$ cat config.mk
export PLATFORM = sky130hd
export DESIGN_NAME = sample_iterator
export DESIGN_NICKNAME = d
export VERILOG_FILES = /design/src/rtl/sample_iterator.sv
export SDC_FILE = /design/constraint.sdc
export NUM_CORES = 1
export LEC_CHECK = 0
export ABC_AREA = 1
export CORE_ASPECT_RATIO = 1.5
export CORE_MARGIN = 2
export CORE_UTILIZATION = 25
export CTS_BUF_LIST = sky130_fd_sc_hd__clkbuf_4 sky130_fd_sc_hd__clkbuf_8
export DETAILED_ROUTE_END_ITERATION = 8
export PLACE_DENSITY = 0.54
export RECOVER_POWER = 100
export SLEW_MARGIN = 0
export SYNTH_ARGS = -nofsm -noshare
export SYNTH_HDL_FRONTEND = slang
export SYNTH_SLANG_ARGS = --single-unit
$ cat constraint.sdc
create_clock -name clk -period 8 [get_ports clk]
set_clock_uncertainty 0.15 [all_clocks]
set_input_delay 0.8 -clock clk [delete_from_list [all_inputs] [get_ports clk]]
set_output_delay 0.8 -clock clk [all_outputs]
set_load 0.02 [all_outputs]
$ cat src/rtl/sample_iterator.sv
// Sample iterator: accepts one triangle plus its bounding box, then walks every
// subsample position in the box in raster order, emitting one sample per clock.
module sample_iterator #(
    parameter int unsigned SIGFIG = 24,
    parameter int unsigned RADIX  = 10,
    parameter int unsigned VERTS  = 3,
    parameter int unsigned AXIS   = 3,
    parameter int unsigned COLORS = 3
) (
    input  logic                                     clk,
    input  logic                                     rst,
    input  logic [VERTS-1:0][AXIS-1:0][SIGFIG-1:0]   tri_R13S,
    input  logic [COLORS-1:0][SIGFIG-1:0]            color_R13U,
    input  logic [1:0][1:0][SIGFIG-1:0]              box_R13S,
    input  logic                                     validTri_R13H,
    input  logic [3:0]                               subSample_RnnnnU,
    output logic                                     halt_RnnnnL,
    output logic [VERTS-1:0][AXIS-1:0][SIGFIG-1:0]   tri_R14S,
    output logic [COLORS-1:0][SIGFIG-1:0]            color_R14U,
    output logic [1:0][SIGFIG-1:0]                   sample_R14S,
    output logic                                     validSamp_R14H
);

    typedef enum logic [0:0] {WAIT, TEST} state_t;
    typedef logic signed [SIGFIG:0] ext_t;

    state_t                                   state_q, state_d;
    logic [VERTS-1:0][AXIS-1:0][SIGFIG-1:0]   tri_q, tri_d;
    logic [COLORS-1:0][SIGFIG-1:0]            color_q, color_d;
    logic signed [SIGFIG-1:0]                 ll_x_q, ll_x_d, ll_y_q, ll_y_d;
    logic signed [SIGFIG-1:0]                 ur_x_q, ur_x_d, ur_y_q, ur_y_d;
    logic signed [SIGFIG-1:0]                 x_q, x_d, y_q, y_d;
    logic [SIGFIG-1:0]                        step_q, step_d, step_sel;
    logic                                     valid_q, valid_d;

    ext_t nx, ny, step_ext;
    logic inverted;

    // Subsample step decode; anything not one-hot falls back to a full pixel.
    always_comb begin
        case (subSample_RnnnnU)
            4'b1000: step_sel = SIGFIG'(1) << RADIX;
            4'b0100: step_sel = SIGFIG'(1) << (RADIX - 1);
            4'b0010: step_sel = SIGFIG'(1) << (RADIX - 2);
            4'b0001: step_sel = SIGFIG'(1) << (RADIX - 3);
            default: step_sel = SIGFIG'(1) << RADIX;
        endcase
    end

    // One extra bit so stepping past the upper-right corner cannot wrap.
    assign step_ext = {1'b0, step_q};
    assign nx       = ext_t'({x_q[SIGFIG-1], x_q}) + step_ext;
    assign ny       = ext_t'({y_q[SIGFIG-1], y_q}) + step_ext;
    assign inverted = (ur_x_q < ll_x_q) || (ur_y_q < ll_y_q);

    always_comb begin
        state_d = state_q;
        tri_d   = tri_q;
        color_d = color_q;
        ll_x_d  = ll_x_q;
        ll_y_d  = ll_y_q;
        ur_x_d  = ur_x_q;
        ur_y_d  = ur_y_q;
        step_d  = step_q;
        x_d     = x_q;
        y_d     = y_q;
        valid_d = 1'b0;
        case (state_q)
            WAIT: begin
                if (validTri_R13H) begin
                    tri_d   = tri_R13S;
                    color_d = color_R13U;
                    ll_x_d  = box_R13S[0][0];
                    ll_y_d  = box_R13S[0][1];
                    ur_x_d  = box_R13S[1][0];
                    ur_y_d  = box_R13S[1][1];
                    step_d  = step_sel;
                    x_d     = box_R13S[0][0];
                    y_d     = box_R13S[0][1];
                    valid_d = 1'b1;
                    state_d = TEST;
                end
            end
            TEST: begin
                // An inverted box presents only its lower-left corner.
                if (!inverted && nx <= ext_t'({ur_x_q[SIGFIG-1], ur_x_q})) begin
                    x_d     = nx[SIGFIG-1:0];
                    valid_d = 1'b1;
                end else if (!inverted && ny <= ext_t'({ur_y_q[SIGFIG-1], ur_y_q})) begin
                    x_d     = ll_x_q;
                    y_d     = ny[SIGFIG-1:0];
                    valid_d = 1'b1;
                end else begin
                    state_d = WAIT;
                end
            end
            default: state_d = WAIT;
        endcase
    end

    always_ff @(posedge clk or negedge rst) begin
        if (!rst) begin
            state_q <= WAIT;
            tri_q   <= '0;
            color_q <= '0;
            ll_x_q  <= '0;
            ll_y_q  <= '0;
            ur_x_q  <= '0;
            ur_y_q  <= '0;
            step_q  <= '0;
            x_q     <= '0;
            y_q     <= '0;
            valid_q <= 1'b0;
        end else begin
            state_q <= state_d;
            tri_q   <= tri_d;
            color_q <= color_d;
            ll_x_q  <= ll_x_d;
            ll_y_q  <= ll_y_d;
            ur_x_q  <= ur_x_d;
            ur_y_q  <= ur_y_d;
            step_q  <= step_d;
            x_q     <= x_d;
            y_q     <= y_d;
            valid_q <= valid_d;
        end
    end

    assign halt_RnnnnL    = (state_q == WAIT);
    assign tri_R14S       = tri_q;
    assign color_R14U     = color_q;
    assign sample_R14S    = {y_q, x_q};
    assign validSamp_R14H = valid_q;

endmodule

==> reports/results.tsv, run 1 <==
metric	value	unit
async_flop_share	100	%
start_util	25.2	%
syn_inst	2539	
multi_input_area	8320	um^2
p_total	12.5	mW
setup_viol	0	
synth_area	20400	um^2
register_area	10900	um^2
num_rows	128	
drt_first_pass_iters	5	
wire_per_inst	19.2	um
final_nets	3747	
grt_max_degree	203	
port_buffers	728	
viasPerCell	4.34	
cts_setup_buffers	0	
critPathMaxFanout	19	
cts_max_level	3	
path_class	reg -> reg	
avgSynthCellArea	8.05	um^2
worst_slew_margin_rel	-206	%
gp_congestion	0.875	
end_kind	flip-flop	
synth_cell_types	39	
grt_pass1_wl	123	mm
cellLeakagePower	15.4	nW
cts_resized	0	
cp_data_arrival_time	6550	ps
synthTopCellsByArea	dfrtp_1 (54%), nand2_1 (25%), ha_1 (6.4%)	
start_kind	flip-flop	
clock_latency	680	ps
synth_edf_count	0	
grt_usage	19.6	%
nFillCells	8426	
cts-root-buf	clkbuf_8	
ctsHoldBuffers	0	
fin_crit_sh	76.1	%
hold_slack	61.9	ps
cts_tree	done	
cp_data_required_time	8460	ps
setup_tns	0	ps
maxCapViolations	5	
violations	capacitance limit, slew limit	
peakVddDrop	0.000219	V
clock_sinks	437	
io_pins	729	
finalMaxSlewViolations	412	
area_delta_synth_final	48.2	%
drive_above_1_share	4.55	%
dp_hpwl	62.8	mm
hold_path_class	in -> async	
first_global_vias	19106	
seq_area_frac_synth	53.5	%
ys_ff_latch	437	
first_iter_violations	1034	
wl	83.5	mm
ys_warn_count	0	
die_w	237	um
fmax	164	MHz
layout_setup_ws	1910	ps
yosysTopAreaCell	dfrtp_1	
synth_top_area_share	53.5	%
antenna_found_initial	23	
rsz0062_at_grt	false	
syn-num-nets	3036	
clk_path_buf_depth	3	
min_period	6090	ps
worst_slew_pin_slew	4580	ps
vias	18853	
drtAntennaViolNets	0	
die_area	84100	um^2
core_area	81000	um^2
die-height	354	um
cts_buffers	78	
finalHoldViolCount	0	
status	complete, but fails checks	
drc	0	
cts.clk_slew.worst_paths	60	ps
post-route-util	37.4	%
grt_overflow	0	
powerDensity	413	nW/um^2
pre_cts_ws	2930	ps
synth-main-ff-cell	dfrtp_1	
## final timing paths
path / from / to / slack [ps] / cells after the start
setup / recovery: step_q[7] / x_q[21] / 1910 / 23
hold / removal: rst / ur_x_q[14] / 60 / 1
setup reg to reg: step_q[7] / x_q[21] / 1910 / 23
hold reg to reg: tri_R14S[189] / tri_R14S[189] / 310 / 2
max in group asynchronous: rst / tri_R14S[23] / 3250 / 2
min in group clk: tri_R14S[189] / tri_R14S[189] / 310 / 2
## metrics by stage
step / std cells / instance area, um^2
after floorplan: 2539 / 20400
final: 4344 / 30300
after CTS: 4338 / 30300
after global placement: 4210 / 28700
after detailed placement: 4210 / 28700
after global routing: 4340 / 30300
## Yosys cell counts (3+ instances only)
library cell / instances
nand2_1: 1336
dfrtp_1: 437
inv_1: 187
o21ai_0: 114
ha_1: 104
clkbuf_1: 84
nand3_1: 72
nor2_1: 43
a21oi_1: 36
nand4_1: 26
nor3_1: 17
xor2_1: 17
buf_1: 14
buf_2: 6
xnor2_1: 5
nand2_2: 4
o21a_1: 4
inv_2: 3
nand2_4: 3
## cells by family after synthesis
group / share of synthesized area (%)
adders and majority gates: 6.56
AOI/OAI and AO/OA: 4.19
buffers and inverters: 5.66
and+or+nand+nor: 29.1
DFF: 53.5
xor gates and xnor gates: 0.943
## power by group
part / total [mW] / internal, mW / switching (mW) / leakage, nW
combinational: 6.41 / 2.36 / 4.04 / 9.22
clock: 2.23 / 1.20 / 1.03 / 0.839
sequential: 3.88 / 3.22 / 0.661 / 5.39
## cell usage in the layout (no fill, tap or decap), drive strengths merged
cell type and count:
nand2 1343, dfrtp 437, clkdlybuf4s50 390, dlygate4sd3 337
inv 194, clkbuf 116, o21ai 115, ha 104
nand3 74, nor2 46, a21oi 36, nand4 26
nor3 18, xor2 17, clkinv 9, buf 7
diode 6, xnor2 5, o21a 4, nor4 2
a31oi 2, a21o 2, nand3b 2, fa 2
clkinvlp 2, bufinv 2, a31o 1, o21bai 1
o211ai 1, and3 1, and2 1, o41ai 1
## registers in the layout, summed over array words and instances (netlist names)
register / cells
color_R14U: 72
ll_x_q: 24
ll_y_q: 24
step_q: 4
tri_R14S: 216
ur_x_q: 24
ur_y_q: 24
validSamp_R14H: 1
x_q: 24
y_q: 24
## critical path, cell delays in order, from the launching register on
cell,delay (ps)
dfrtp_1,380
ha_1,180
inv_1,50
fa_1,400
o21ai_0,360
nand2_1,120
nor3_1,460
nand3_1,190
xnor2_1,190
ha_1,290
nand2_1,60
nor2_1,140
nand2_1,90
nor3_1,140
nand2_1,90
nand4_1,70
nand2_1,50
inv_1,510
nand3_4,390
nand2_1,160
nand2_1,480
nand2_1,840
nand2_1,130
nand2_1,80
## final cells by class
type	count	area share, %
well taps	1040	4.30
clock buffers	111	4.63
diodes	6	0.0496
repair buffers	739	24.5
flip-flops and latches	437	36.1
clock inverters	17	0.611
inverters	190	2.38
multi-input cells	1804	27.5
## metal layers
metal	GRT usage (%)	share of wire, %	vias to the layer above
met3	7.28	9.1	133
met5	0	0.23	-
met4	6.06	2.4	28
li1	-	-	9287
met2	35.0	51	620
met1	21.4	37	8785
Power figures use the tool's default switching activity.
==> inputs of run 2 (changes only) <==
- PLACE_DENSITY: 0.54 -> 0.55
- clock period: 8 -> 5.3 ns (I/O delays scaled with it)
==> run 2 against run 1 <==
Effect of this change:
- the flow still finishes with violations (capacitance limit, slew limit)
- critical endpoint is now tri_R14S[105]
- worst setup slack worse by 1500 ps
- global-route usage down 0.12 points
- worst hold slack gained 160 ps
- clock power grew 66%
- first-iteration DRC count shrank 7.6%
- core utilization grew 0.33 points
==> reports/results.tsv, run 2 (synthesis results as in run 1) <==
metric	value	unit
grt_overflow	0	
critPathMaxFanout	156	
worst_slew_pin_slew	2570	ps
core_area	81000	um^2
first_iter_violations	955	
clock_latency	690	ps
gp_congestion	0.889	
hold_slack	220	ps
layout_commonest_cell	nand2_1	
post-route-util	37.7	%
start_util	25.2	%
worst_slew_margin_rel	-72.2	%
setup_tns	0	ps
cts-root-buf	clkbuf_8	
cts_tree	done	
final_nets	3754	
cp_data_arrival_time	5300	ps
port_buffers	728	
p_total	19.2	mW
grt_max_degree	206	
wire_per_inst	18.9	um
maxCapViolations	5	
grt_pass1_wl	123	mm
largest_register_ffs	216	
finalMaxSlewViolations	477	
die_w	237	um
drt_first_pass_iters	5	
register_area	10900	um^2
peakVddDrop	0.000388	V
area_delta_synth_final	49.6	%
die-height	354	um
cts_buffers	81	
nFillCells	8428	
powerDensity	629	nW/um^2
r2r_slack	410	ps
cts_max_level	3	
cts_resized	0	
grt_usage	19.5	%
drtAntennaViolNets	0	
cts_setup_buffers	0	
clock_sinks	437	
cp_data_required_time	5710	ps
vias	18848	
setup_viol	0	
num_rows	128	
dp_hpwl	61.7	mm
multi_input_area	8350	um^2
antenna_found_initial	27	
wl	82.4	mm
clk_path_buf_depth	3	
die_area	84100	um^2
start_kind	flip-flop	
fin_crit_sh	92.3	%
hold_path_class	in -> reg	
drive_above_1_share	5.45	%
viasPerCell	4.32	
layout_common_cells	nand2_1 (1,337), dfrtp_1 (436), clkdlybuf4s50_1 (390)	
end_kind	flip-flop	
finalHoldViolCount	0	
cellLeakagePower	15.6	nW
status	complete, but fails checks	
io_pins	729	
path_class	reg -> reg	
first_global_vias	19348	
min_period	4890	ps
rsz0062_at_grt	false	
cts.clk_slew.worst_paths	70	ps
fmax	204	MHz
violations	capacitance limit, slew limit	
drc	0	
-- run 2: path summary, 6_finish.rpt --
check / from / end / depth (start not counted)
worst max-delay path: validSamp_R14H / tri_R14S[105] / 5
worst min-delay path: tri_R13S[56] / tri_R14S[56] / 3
worst max register to register: validSamp_R14H / tri_R14S[105] / 5
worst min register to register: tri_R14S[25] / tri_R14S[25] / 2
max in group asynchronous: rst / color_R14U[26] / 3
min in group asynchronous: rst / ll_x_q[13] / 2
-- run 2: layer usage --
layer | routed length [um] | vias to the layer above | global-route usage (%)
li1 | - | 9342 | -
met1 | 30300 | 8666 | 20.8
met2 | 41500 | 638 | 34.5
met3 | 7320 | 158 | 7.46
met4 | 3020 | 44 | 7.56
met5 | 282 | - | 0
-- run 2: power by group --
| group | internal (mW) | switching, mW |
|---|---|---|
| Clock | 2.11 | 1.59 |
| Combinational | 3.55 | 6.16 |
| Sequential | 4.87 | 0.952 |
-- run 2: layout make-up --
class	count	area share, %
timing repair buffer	743	24.3
tap	1040	4.26
clock buffer	122	5.02
antenna	4	0.0328
multi-input combinational	1804	27.3
clock inverter	24	0.937
inverter	190	2.36
sequential	437	35.8
-- run 2: stage by stage --
| stage | setup WS, ps | cell area (um^2) | std cells |
|---|---|---|---|
| global placement | 715 | 28800 | 4213 |
| CTS | 629 | 30600 | 4360 |
| floorplan | 1410 | 20400 | 2539 |
| global route | 72.7 | 30600 | 4362 |
| detailed placement | 649 | 28800 | 4213 |
| finish | 407 | 30600 | 4364 |
-- run 2: worst max-delay path, cell delays in order (launching register included) --
cell     delay [ps]
dfrtp_2         550
nor2_1         1950
inv_8           840
buf_8           570
nand2_1         220
nand2_1          60
-- run 2: what timing repair did --
action	in CTS	in global routing
hold buffers	1	0
hold endpoints to repair	81	0
endpoints found under the setup margin	0	0
